===== src/rtl/q_regulator.sv =====
// Closed-loop Q regulator: counts pulses per burst on q_serialized, averages 2^AVG_LOG2 bursts,
// steps i_ref_out toward q_desired, and halts when Q jumps without a matching i_ref change.
//   state  | meaning
//   IDLE   | loop stopped, waiting for start & enable
//   WAIT   | waiting for the first edge of a burst (timeout timer running)
//   COUNT  | counting edges until the idle watchdog expires
//   ACCUM  | add the burst sample to the accumulator
//   UPDATE | average, compare, step i_ref, instability test
//   HALT   | instability detected, outputs frozen until start
module q_regulator #(
  parameter int BUS_WIDTH         = 10,
  parameter int WTD_BUS_WIDTH     = 2,
  parameter int Q_PER_PULSE       = 30,
  parameter int TOL               = 1,
  parameter int I_REF_STEP        = 1,
  parameter int I_REF_INIT        = 0,
  parameter int AVG_LOG2          = 2,
  parameter int TIMEOUT           = 255,
  parameter int I_REF_DELTA_INSTB = 10,
  parameter int DELTA_Q_INSTB     = 50
) (
  input  logic                 clk,
  input  logic                 rst,
  input  logic                 enable,
  input  logic                 start,
  input  logic                 q_serialized,
  input  logic [BUS_WIDTH-1:0] q_desired,
  output logic [BUS_WIDTH-1:0] i_ref_out,
  output logic [BUS_WIDTH-1:0] q_measured,
  output logic                 converged,
  output logic                 unstable,
  output logic                 timeout,
  output logic                 busy
);

  localparam int ACC_W  = BUS_WIDTH + AVG_LOG2;
  localparam int PROD_W = BUS_WIDTH + $clog2(Q_PER_PULSE + 1);
  localparam int TMR_W  = $clog2(TIMEOUT + 1);

  localparam logic [BUS_WIDTH-1:0]     Q_MAX     = {BUS_WIDTH{1'b1}};
  localparam logic [WTD_BUS_WIDTH-1:0] IDLE_LOAD = {WTD_BUS_WIDTH{1'b1}};
  localparam logic [AVG_LOG2-1:0]      SAMP_LOAD = {AVG_LOG2{1'b1}};
  localparam logic [TMR_W-1:0]         TMR_LOAD  = TMR_W'(TIMEOUT - 1);
  localparam logic [BUS_WIDTH:0]       STEP_W    = (BUS_WIDTH + 1)'(I_REF_STEP);
  localparam logic [BUS_WIDTH:0]       TOL_W     = (BUS_WIDTH + 1)'(TOL);
  localparam logic [BUS_WIDTH-1:0]     DQ_W      = BUS_WIDTH'(DELTA_Q_INSTB);
  localparam logic [BUS_WIDTH-1:0]     DI_W      = BUS_WIDTH'(I_REF_DELTA_INSTB);

  typedef enum logic [2:0] {S_IDLE, S_WAIT, S_COUNT, S_ACCUM, S_UPDATE, S_HALT} state_t;

  state_t                   state_q, state_d;
  logic                     sync1_q, sync1_d, sync2_q, sync2_d, sync3_q, sync3_d;
  logic [TMR_W-1:0]         tmr_q, tmr_d;
  logic [WTD_BUS_WIDTH-1:0] idle_q, idle_d;
  logic [BUS_WIDTH-1:0]     edges_q, edges_d, sample_q, sample_d;
  logic [ACC_W-1:0]         acc_q, acc_d;
  logic [AVG_LOG2-1:0]      samp_q, samp_d;
  logic                     first_q, first_d;
  logic [BUS_WIDTH-1:0]     prev_avg_q, prev_avg_d, prev_iref_q, prev_iref_d;
  logic [BUS_WIDTH-1:0]     i_ref_q, i_ref_d, q_meas_q, q_meas_d;
  logic                     conv_q, conv_d, unst_q, unst_d, tmo_q, tmo_d, busy_q, busy_d;

  logic                     edge_det;
  logic [PROD_W-1:0]        prod;
  logic [BUS_WIDTH-1:0]     avg, dq, di;
  logic signed [BUS_WIDTH:0] err;
  logic [BUS_WIDTH:0]       abs_err, i_up;
  logic                     in_tol;

  always_comb begin
    state_d     = state_q;
    sync1_d     = q_serialized;
    sync2_d     = sync1_q;
    sync3_d     = sync2_q;
    tmr_d       = tmr_q;
    idle_d      = idle_q;
    edges_d     = edges_q;
    sample_d    = sample_q;
    acc_d       = acc_q;
    samp_d      = samp_q;
    first_d     = first_q;
    prev_avg_d  = prev_avg_q;
    prev_iref_d = prev_iref_q;
    i_ref_d     = i_ref_q;
    q_meas_d    = q_meas_q;
    conv_d      = conv_q;
    unst_d      = unst_q;
    tmo_d       = tmo_q;

    edge_det = sync2_q & ~sync3_q;
    prod     = PROD_W'(edges_q) * PROD_W'(Q_PER_PULSE);
    avg      = acc_q[ACC_W-1:AVG_LOG2];
    err      = $signed({1'b0, q_desired}) - $signed({1'b0, avg});
    abs_err  = err[BUS_WIDTH] ? (BUS_WIDTH + 1)'(-err) : (BUS_WIDTH + 1)'(err);
    in_tol   = (abs_err <= TOL_W);
    dq       = (avg >= prev_avg_q) ? avg - prev_avg_q : prev_avg_q - avg;
    di       = (i_ref_q >= prev_iref_q) ? i_ref_q - prev_iref_q : prev_iref_q - i_ref_q;
    i_up     = {1'b0, i_ref_q} + STEP_W;

    case (state_q)
      S_IDLE, S_HALT: begin
        acc_d  = '0;
        samp_d = SAMP_LOAD;
        tmr_d  = TMR_LOAD;
        if (start && enable) begin
          state_d = S_WAIT;
          first_d = 1'b1;
          unst_d  = 1'b0;
          tmo_d   = 1'b0;
        end
      end
      S_WAIT: begin
        if (edge_det) begin
          state_d = S_COUNT;
          edges_d = BUS_WIDTH'(1);
          idle_d  = IDLE_LOAD;
        end else if (tmr_q == '0) begin
          tmo_d    = 1'b1;
          sample_d = '0;
          state_d  = S_ACCUM;
        end else begin
          tmr_d = tmr_q - TMR_W'(1);
        end
      end
      S_COUNT: begin
        if (edge_det && edges_q != Q_MAX) edges_d = edges_q + BUS_WIDTH'(1);
        // any high input, including one on the last idle cycle, keeps the burst alive
        if (sync2_q) begin
          idle_d = IDLE_LOAD;
        end else if (idle_q == '0) begin
          sample_d = (prod > PROD_W'(Q_MAX)) ? Q_MAX : prod[BUS_WIDTH-1:0];
          state_d  = S_ACCUM;
        end else begin
          idle_d = idle_q - WTD_BUS_WIDTH'(1);
        end
      end
      S_ACCUM: begin
        acc_d = acc_q + ACC_W'(sample_q);
        tmr_d = TMR_LOAD;
        if (samp_q == '0) begin
          state_d = S_UPDATE;
        end else begin
          samp_d  = samp_q - AVG_LOG2'(1);
          state_d = S_WAIT;
        end
      end
      S_UPDATE: begin
        q_meas_d = avg;
        conv_d   = in_tol;
        samp_d   = SAMP_LOAD;
        if (!first_q && dq > DQ_W && di <= DI_W) begin
          unst_d  = 1'b1;
          state_d = S_HALT;
        end else begin
          if (!in_tol && !err[BUS_WIDTH])
            i_ref_d = (i_up > {1'b0, Q_MAX}) ? Q_MAX : i_up[BUS_WIDTH-1:0];
          else if (!in_tol)
            i_ref_d = ({1'b0, i_ref_q} < STEP_W) ? '0 : i_ref_q - STEP_W[BUS_WIDTH-1:0];
          prev_avg_d  = avg;
          prev_iref_d = i_ref_q;
          acc_d       = '0;
          first_d     = 1'b0;
          state_d     = S_WAIT;
        end
      end
      default: state_d = S_IDLE;
    endcase

    if (!enable) begin
      state_d = S_IDLE;
      acc_d   = '0;
      samp_d  = SAMP_LOAD;
      tmr_d   = TMR_LOAD;
      edges_d = '0;
      idle_d  = IDLE_LOAD;
    end

    busy_d = (state_d != S_IDLE) && (state_d != S_HALT);
  end

  always_ff @(posedge clk or negedge rst) begin
    if (!rst) begin
      state_q     <= S_IDLE;
      sync1_q     <= 1'b0;
      sync2_q     <= 1'b0;
      sync3_q     <= 1'b0;
      tmr_q       <= '0;
      idle_q      <= '0;
      edges_q     <= '0;
      sample_q    <= '0;
      acc_q       <= '0;
      samp_q      <= '0;
      first_q     <= 1'b0;
      prev_avg_q  <= '0;
      prev_iref_q <= '0;
      i_ref_q     <= BUS_WIDTH'(I_REF_INIT);
      q_meas_q    <= '0;
      conv_q      <= 1'b0;
      unst_q      <= 1'b0;
      tmo_q       <= 1'b0;
      busy_q      <= 1'b0;
    end else begin
      state_q     <= state_d;
      sync1_q     <= sync1_d;
      sync2_q     <= sync2_d;
      sync3_q     <= sync3_d;
      tmr_q       <= tmr_d;
      idle_q      <= idle_d;
      edges_q     <= edges_d;
      sample_q    <= sample_d;
      acc_q       <= acc_d;
      samp_q      <= samp_d;
      first_q     <= first_d;
      prev_avg_q  <= prev_avg_d;
      prev_iref_q <= prev_iref_d;
      i_ref_q     <= i_ref_d;
      q_meas_q    <= q_meas_d;
      conv_q      <= conv_d;
      unst_q      <= unst_d;
      tmo_q       <= tmo_d;
      busy_q      <= busy_d;
    end
  end

  assign i_ref_out  = i_ref_q;
  assign q_measured = q_meas_q;
  assign converged  = conv_q;
  assign unstable   = unst_q;
  assign timeout    = tmo_q;
  assign busy       = busy_q;

endmodule

===== config.mk =====
export PLATFORM = sky130hd
export DESIGN_NAME = q_regulator
export DESIGN_NICKNAME = d
export VERILOG_FILES = /design/src/rtl/q_regulator.sv
export SDC_FILE = /design/constraint.sdc
export NUM_CORES = 1
export LEC_CHECK = 0
export BUFFER_PORTS_ARGS = -buffer_cell sky130_fd_sc_hd__buf_4
export CORE_MARGIN = 3
export CORE_UTILIZATION = 61
export DETAILED_ROUTE_END_ITERATION = 6
export PLACE_DENSITY = 0.8
export SLEW_MARGIN = 20
export SYNTH_ARGS = -nofsm -noshare
export SYNTH_HDL_FRONTEND = slang
export SYNTH_SLANG_ARGS = --single-unit
export TNS_END_PERCENT = 30

===== constraint.sdc =====
create_clock -name clk -period 4.6 [get_ports clk]
set_clock_uncertainty 0.2 [all_clocks]
set_input_delay 0.69 -clock clk [delete_from_list [all_inputs] [get_ports clk]]
set_output_delay 0.69 -clock clk [all_outputs]
set_load 0.1 [all_outputs]

==> results of run 1 <==
-- layout by cell type (no fill, tap or decap), drive strengths merged, types with 10 or more instances in the layout --
cell type,n
nand2,66
a221o,10
a211oi,11
a21oi,56
inv,87
nand2b,11
a31oi,10
dfrtp,95
xor2,12
nor3,23
o21ai,70
a21o,18
buf,55
nor4,11
nand4,15
a32o,10
nor2b,24
nor2,54
and3,15
ha,91
mux2i,26
xnor2,31
nand3,26
fa,23
clkbuf,10
-- metrics by stage --
stage,utilization,worst slack [ps],power [mW]
after floorplan,-,267,0.968
after global placement,0.659,403,1.02
after detailed placement,0.659,268,1.02
after CTS,0.679,243,1.74
after global routing,0.680,73.9,1.80
final,0.680,377,1.73
-- power by group through the flow --
stage / registers (mW) / logic, mW / clock network (mW)
2_1_floorplan: 0.862 / 0.106 / 0
3_3_place_gp: 0.859 / 0.161 / 0
3_5_place_dp: 0.859 / 0.163 / 0
4_1_cts: 0.843 / 0.164 / 0.734
5_1_grt: 0.843 / 0.183 / 0.773
6_report: 0.843 / 0.166 / 0.719
-- cells in the mapped netlist, drive strengths merged (7+ instances only) --
cell | number | area (um2)
a221oi | 7 | 73.8
o21ai | 70 | 354
a21oi | 56 | 280
xor2 | 12 | 105
o31ai | 8 | 60.1
nand4 | 15 | 109
nand2b | 11 | 68.8
a32o | 10 | 100
xnor2 | 31 | 279
nor3 | 23 | 126
or3 | 9 | 56.3
o22ai | 9 | 56.3
fa | 23 | 460
and2 | 8 | 50.1
dfrtp | 95 | 2380
o2111ai | 8 | 76.3
clkbuf | 26 | 98.8
ha | 91 | 1140
nand3 | 26 | 130
inv | 83 | 312
a31oi | 10 | 68.8
a21boi | 8 | 60.1
buf | 16 | 97.6
nor4 | 11 | 68.8
o21a | 8 | 60.1
a221o | 10 | 100
a211oi | 11 | 87.6
mux2i | 26 | 260
nor2b | 24 | 158
o21bai | 9 | 71.3
nand2 | 66 | 250
and3 | 15 | 98.8
nor2 | 54 | 203
a21o | 18 | 135
-- timing repair --
item,CTS,global route
setup endpoints to repair,0,8
endpoints found under the hold margin,0,0
gates resized for setup,0,2
-- layout make-up --
cell class	count	area share
Sequential cell	95	0.251
Timing Repair Buffer	55	0.0436
Tap cell	180	0.0238
Multi-Input combinational cell	766	0.619
Clock buffer	10	0.0242
Inverter	83	0.0329
Clock inverter	6	0.00541
-- critical path, delay by kind of cell (launching register included) --
family                     cells  cell delay, ps
AOI/OAI and AO/OA              7            1450
adders and majority gates      3            1470
and+or+nand+nor                1             140
muxes                          1             270
DFF                            1             470
buffers and inverters          2             120
-- worst max path at each step --
stage / startpoint / to / slack, ps / cells past startpoint
after floorplan: i_ref_out[0] / i_ref_out[1] / 270 / 14
after global placement: q_desired[0] / i_ref_out[1] / 400 / 15
after detailed placement: q_desired[0] / i_ref_out[1] / 270 / 15
after CTS: edges_q[0] / sample_q[5] / 240 / 15
after global routing: edges_q[0] / sample_q[5] / 70 / 14
final: edges_q[0] / sample_q[5] / 380 / 14
-- registers in the layout, indices dropped and copies added (netlist names), 3 cells and up --
name	flops
acc_q	12
sample_q	10
edges_q	10
state_q	3
prev_iref_q	10
prev_avg_q	10
i_ref_out	10
tmr_q	8
q_measured	10
-- layer usage --
layer  GRT usage  part of all wire
met1       0.377              0.45
met2       0.417              0.46
met3      0.0360             0.061
met4      0.0816             0.027
met5           0                 0
-- logic make-up (layout without fill, tap and decap cells) --
logic type                 after synthesis  count (layout)  synth area share
buffers and inverters                  125             154            0.0581
DFF                                     95              95             0.272
muxes                                   31              31            0.0366
AOI/OAI and AO/OA                      295             295             0.234
adders and majority gates              114             114             0.183
xor gates and xnor gates                43              43            0.0439
and+or+nand+nor                        283             283             0.172
==> results.ini, run 1 <==
[status]
status = finished, violations left
violations = design-rule violations

[power]
clkPwrFrac = 0.416
p_seq_frac = 0.488
pwr-share-comb = 0.096
ir_drop_mv = 0.188
swShare = 0.264
power_per_cell_area_mw_per_mm2 = 182
p_leak_nw = 4.54
switchingPower_uw = 456
p_int_mw = 1.27

[worst_hold_path]
hp-start = sync1_q
worstHoldEndpoint = sync2_q
hold_depth = 0
holdCritPathClass = reg -> reg

[detailed_routing]
vias = 7630
routedWlPerCell_um = 17.3
drt_wl_total_mm = 20.7
drc = 1
vias_per_cell = 6.38
first_pass_iters = 7
drtIter0Drc = 645
drtAntennaViolNets = 0

[synthesis]
syn_area_mm2 = 0.00874
synth_seq_cells = 95
syn_nets = 1115
synth_cell_types = 83
synth_edf_count = 0
synthFlopType = dfrtp_1
syn_inst = 986
yosysSeqAreaShare = 0.272
syn_avg_cell_area_um2 = 8.87
ys.warnings.count = 0
async_flop_share = 1.00

[sta]
timing.fmax_ghz = 0.237
period_minus_slack_ps = 4220
setup_viol = 0
rsz0062_at_grt = no
worstMarginPinSlew_ps = 930
fin_hold_ws_ps = 152
slew_headroom = 0.380
setup_total_negative_slack_ps = 0
post-route-period-util = 0.918
slew_viol_final = 0
finalHoldViolCount = 0

[layout]
multiInputGateArea_mm2 = 0.00587
drive_gt1_frac = 0.0975
seqCellArea_mm2 = 0.00238
nFillCells = 1152
finalNetCount = 1139
num_antenna_cells = 0
finalNonFillerCells = 1195
areaGrowthSynthToFinish_pct = 8.40
fin_area_mm2 = 0.00948

[clock_tree]
cts_made_buffers = 9
cts-root-buf = clkbuf_16
htreeDepth = 3
cts_tree = yes
cts.sink_count = 95
clock_latency_ps = 360
cts.clk_slew.worst_paths_ps = 70
clock_path_buffers = 2
cts_hold_buf = 0
postCtsSetupBuffers = 0

[global_routing]
antenna_found_initial = 0
grt.overflow.total = 0
grt_pass1_vias = 7104
grt_max_degree = 77
grt_first_pass_wirelength_mm = 34.9
track_usage = 0.263

[critical_path]
crit_required_ps = 4630
crit_fanout = 9
rr_endpoint = sample_q[5]
max_stage_delay_ps = 590
r2r-start = edges_q[0]
cp.arrival_ps = 4260
r2r_slack_ps = 380
critPathLaunchType = flop
crit_path_end_kind = flop
crit_slowest_cell = fa_1
crit_chain = fa_1, inv_1, fa_1, inv_1, fa_1, a21o_1, a21oi_1, o21bai_1, a21oi_1, o31ai_1, mux2_2, a211oi_2, nor2b_2, a221o_1
crit_top_cell = fa_1
worstSetupPathType = reg -> reg
ff2ff_path_depth = 14

[floorplan]
start_util = 0.627
fp.dieW_um = 126
die_area_mm2 = 0.0158
ios = 39
die_h_um = 126
core_area_mm2 = 0.0139
std_cell_rows = 43

[placed_design]
place.gp.congestion = 0.978
dp_hpwl_mm = 15.8
placedCellCount = 1179
post_dp_cell_area_mm2 = 0.00918
io_buffers = 38

[job]
cap_violations = 0

Note: power is estimated with default switching activity, not from simulation.
==> run 2: changes to the inputs <==
Settings changed: CORE_UTILIZATION 61 to 55, PLACE_DENSITY 0.8 to 0.73.
==> results.ini, run 2 (synthesis results as in run 1) <==
[status]
status = finished, final reports clean

[floorplan]
start_util = 0.569
die_h_um = 132
std_cell_rows = 45
die_area_mm2 = 0.0174
fp.dieW_um = 132
ios = 39
core_area_mm2 = 0.0154

[clock_tree]
clock_path_buffers = 2
htreeDepth = 3
postCtsSetupBuffers = 0
cts_resized = 0
cts-root-buf = clkbuf_16
cts_hold_buf = 0
cts_made_buffers = 9
cts.clk_slew.worst_paths_ps = 80
clock_latency_ps = 360
cts.sink_count = 95
cts_tree = yes

[layout]
drive_gt1_frac = 0.0983
finalNonFillerCells = 1228
top_register = acc_q
num_antenna_cells = 0
areaGrowthSynthToFinish_pct = 9.69
post-route-util = 0.624
largest_reg_flops = 12
final_common_cell = dfrtp_1
mostFrequentLayoutCells = dfrtp_1, ha_1, inv_1
finalNetCount = 1141

[power]
power_per_cell_area_mw_per_mm2 = 194
ir_drop_mv = 0.174
p_leak_nw = 4.59

[sta]
fin_hold_ws_ps = 153
period_minus_slack_ps = 4300
post-route-period-util = 0.935
setup_viol = 0
finalHoldViolCount = 0
setup_total_negative_slack_ps = 0
worstMarginPinSlew_ps = 805
timing.fmax_ghz = 0.233
slew_viol_final = 0
rsz0062_at_grt = no
slew_headroom = 0.462

[detailed_routing]
routedWlPerCell_um = 16.8
drtAntennaViolNets = 0
routed-wl-met3_mm = 1.14
drtIter0Drc = 604
first_pass_iters = 5
wl_met1_mm = 10.1
vias_per_cell = 6.12
vias = 7521
wl_met2_mm = 8.97
top_layer = met4
drt_wl_total_mm = 20.6
drc = 0

[critical_path]
worstSetupPathType = reg -> reg
crit_chain = fa_1, inv_1, fa_1, inv_1, ha_1, a21o_1, a21oi_1, o21bai_1, a21oi_1, o21bai_1, a21oi_1, mux2_2, a211oi_1, nor2b_1, a221o_1
crit_slowest_cell = fa_1
max_stage_delay_ps = 580
crit_required_ps = 4640
r2r-start = edges_q[0]
crit_path_end_kind = flop
crit_fanout = 9
critPathLaunchType = flop
crit_top_cell = a21oi_1
cp-startpoint = edges_q[0]
cp.arrival_ps = 4340

[worst_hold_path]
hp-start = sync1_q
holdCritPathClass = reg -> reg

[global_routing]
grt_first_pass_wirelength_mm = 35.2
grt_pass1_vias = 6953
grt.overflow.total = 0
grt_max_degree = 62
antenna_found_initial = 0
track_usage = 0.241

[placed_design]
io_buffers = 38
place.gp.congestion = 0.927
placedCellCount = 1212
dp_hpwl_mm = 15.8

[job]
cap_violations = 0

-- run 2: cell count changes in the layout (fill, tap and decap cells not counted), sizes merged --
cell / change
clkinvlp: -1
clkinv: -1
inv: +1
buf: +2
clkbuf: -1
bufinv: +2
-- run 2: stage by stage --
| stage | power [mW] | instance area (um2) | setup WS [ps] |
|---|---|---|---|
| 4_1_cts | 1.88 | 9580 | 281 |
| 3_3_place_gp | 1.02 | 9250 | 399 |
| 5_1_grt | 1.94 | 9590 | 28.1 |
| 2_1_floorplan | 0.968 | 8740 | 267 |
| 6_report | 1.86 | 9590 | 300 |
| 3_5_place_dp | 1.02 | 9250 | 314 |
-- run 2: cell type report --
cell class	count	area (um2)
Timing Repair Buffer	57	440
Inverter	83	312
Clock inverter	7	109
Multi-Input combinational cell	766	5860
Clock buffer	9	225
Sequential cell	95	2380
Fill cell	1320	5780
Tap cell	211	264
-- run 2: worst paths after layout --
kind | to | cells past startpoint | slack, ps
min in group asynchronous | prev_avg_q[6] | 1 | 220
worst min-delay path | sync2_q | 0 | 150
max in group asynchronous | acc_q[1] | 2 | 3000
worst min register to register | sync2_q | 0 | 150
worst max register to register | sample_q[1] | 15 | 300
worst max-delay path | sample_q[1] | 15 | 300
-- run 2: critical path, delay by kind of cell (launching register included) --
family / cells / cell delay [ps]
AOI/OAI and AO/OA: 8 / 1500
DFF: 1 / 470
adders and majority gates: 3 / 1320
buffers and inverters: 2 / 120
and+or+nand+nor: 1 / 210
muxes: 1 / 340
-- run 2: power breakdown --
part	internal [mW]	switching, mW
combinational	0.0578	0.108
clock	0.490	0.363
sequential	0.838	0.00469
total	1.39	0.475
-- run 2: routing by layer --
metal / GRT usage / vias to the layer above
met5: 0 / -
met4: 0.0729 / 0
met3: 0.0359 / 28
met2: 0.355 / 239
met1: 0.366 / 3586
li1: - / 3668
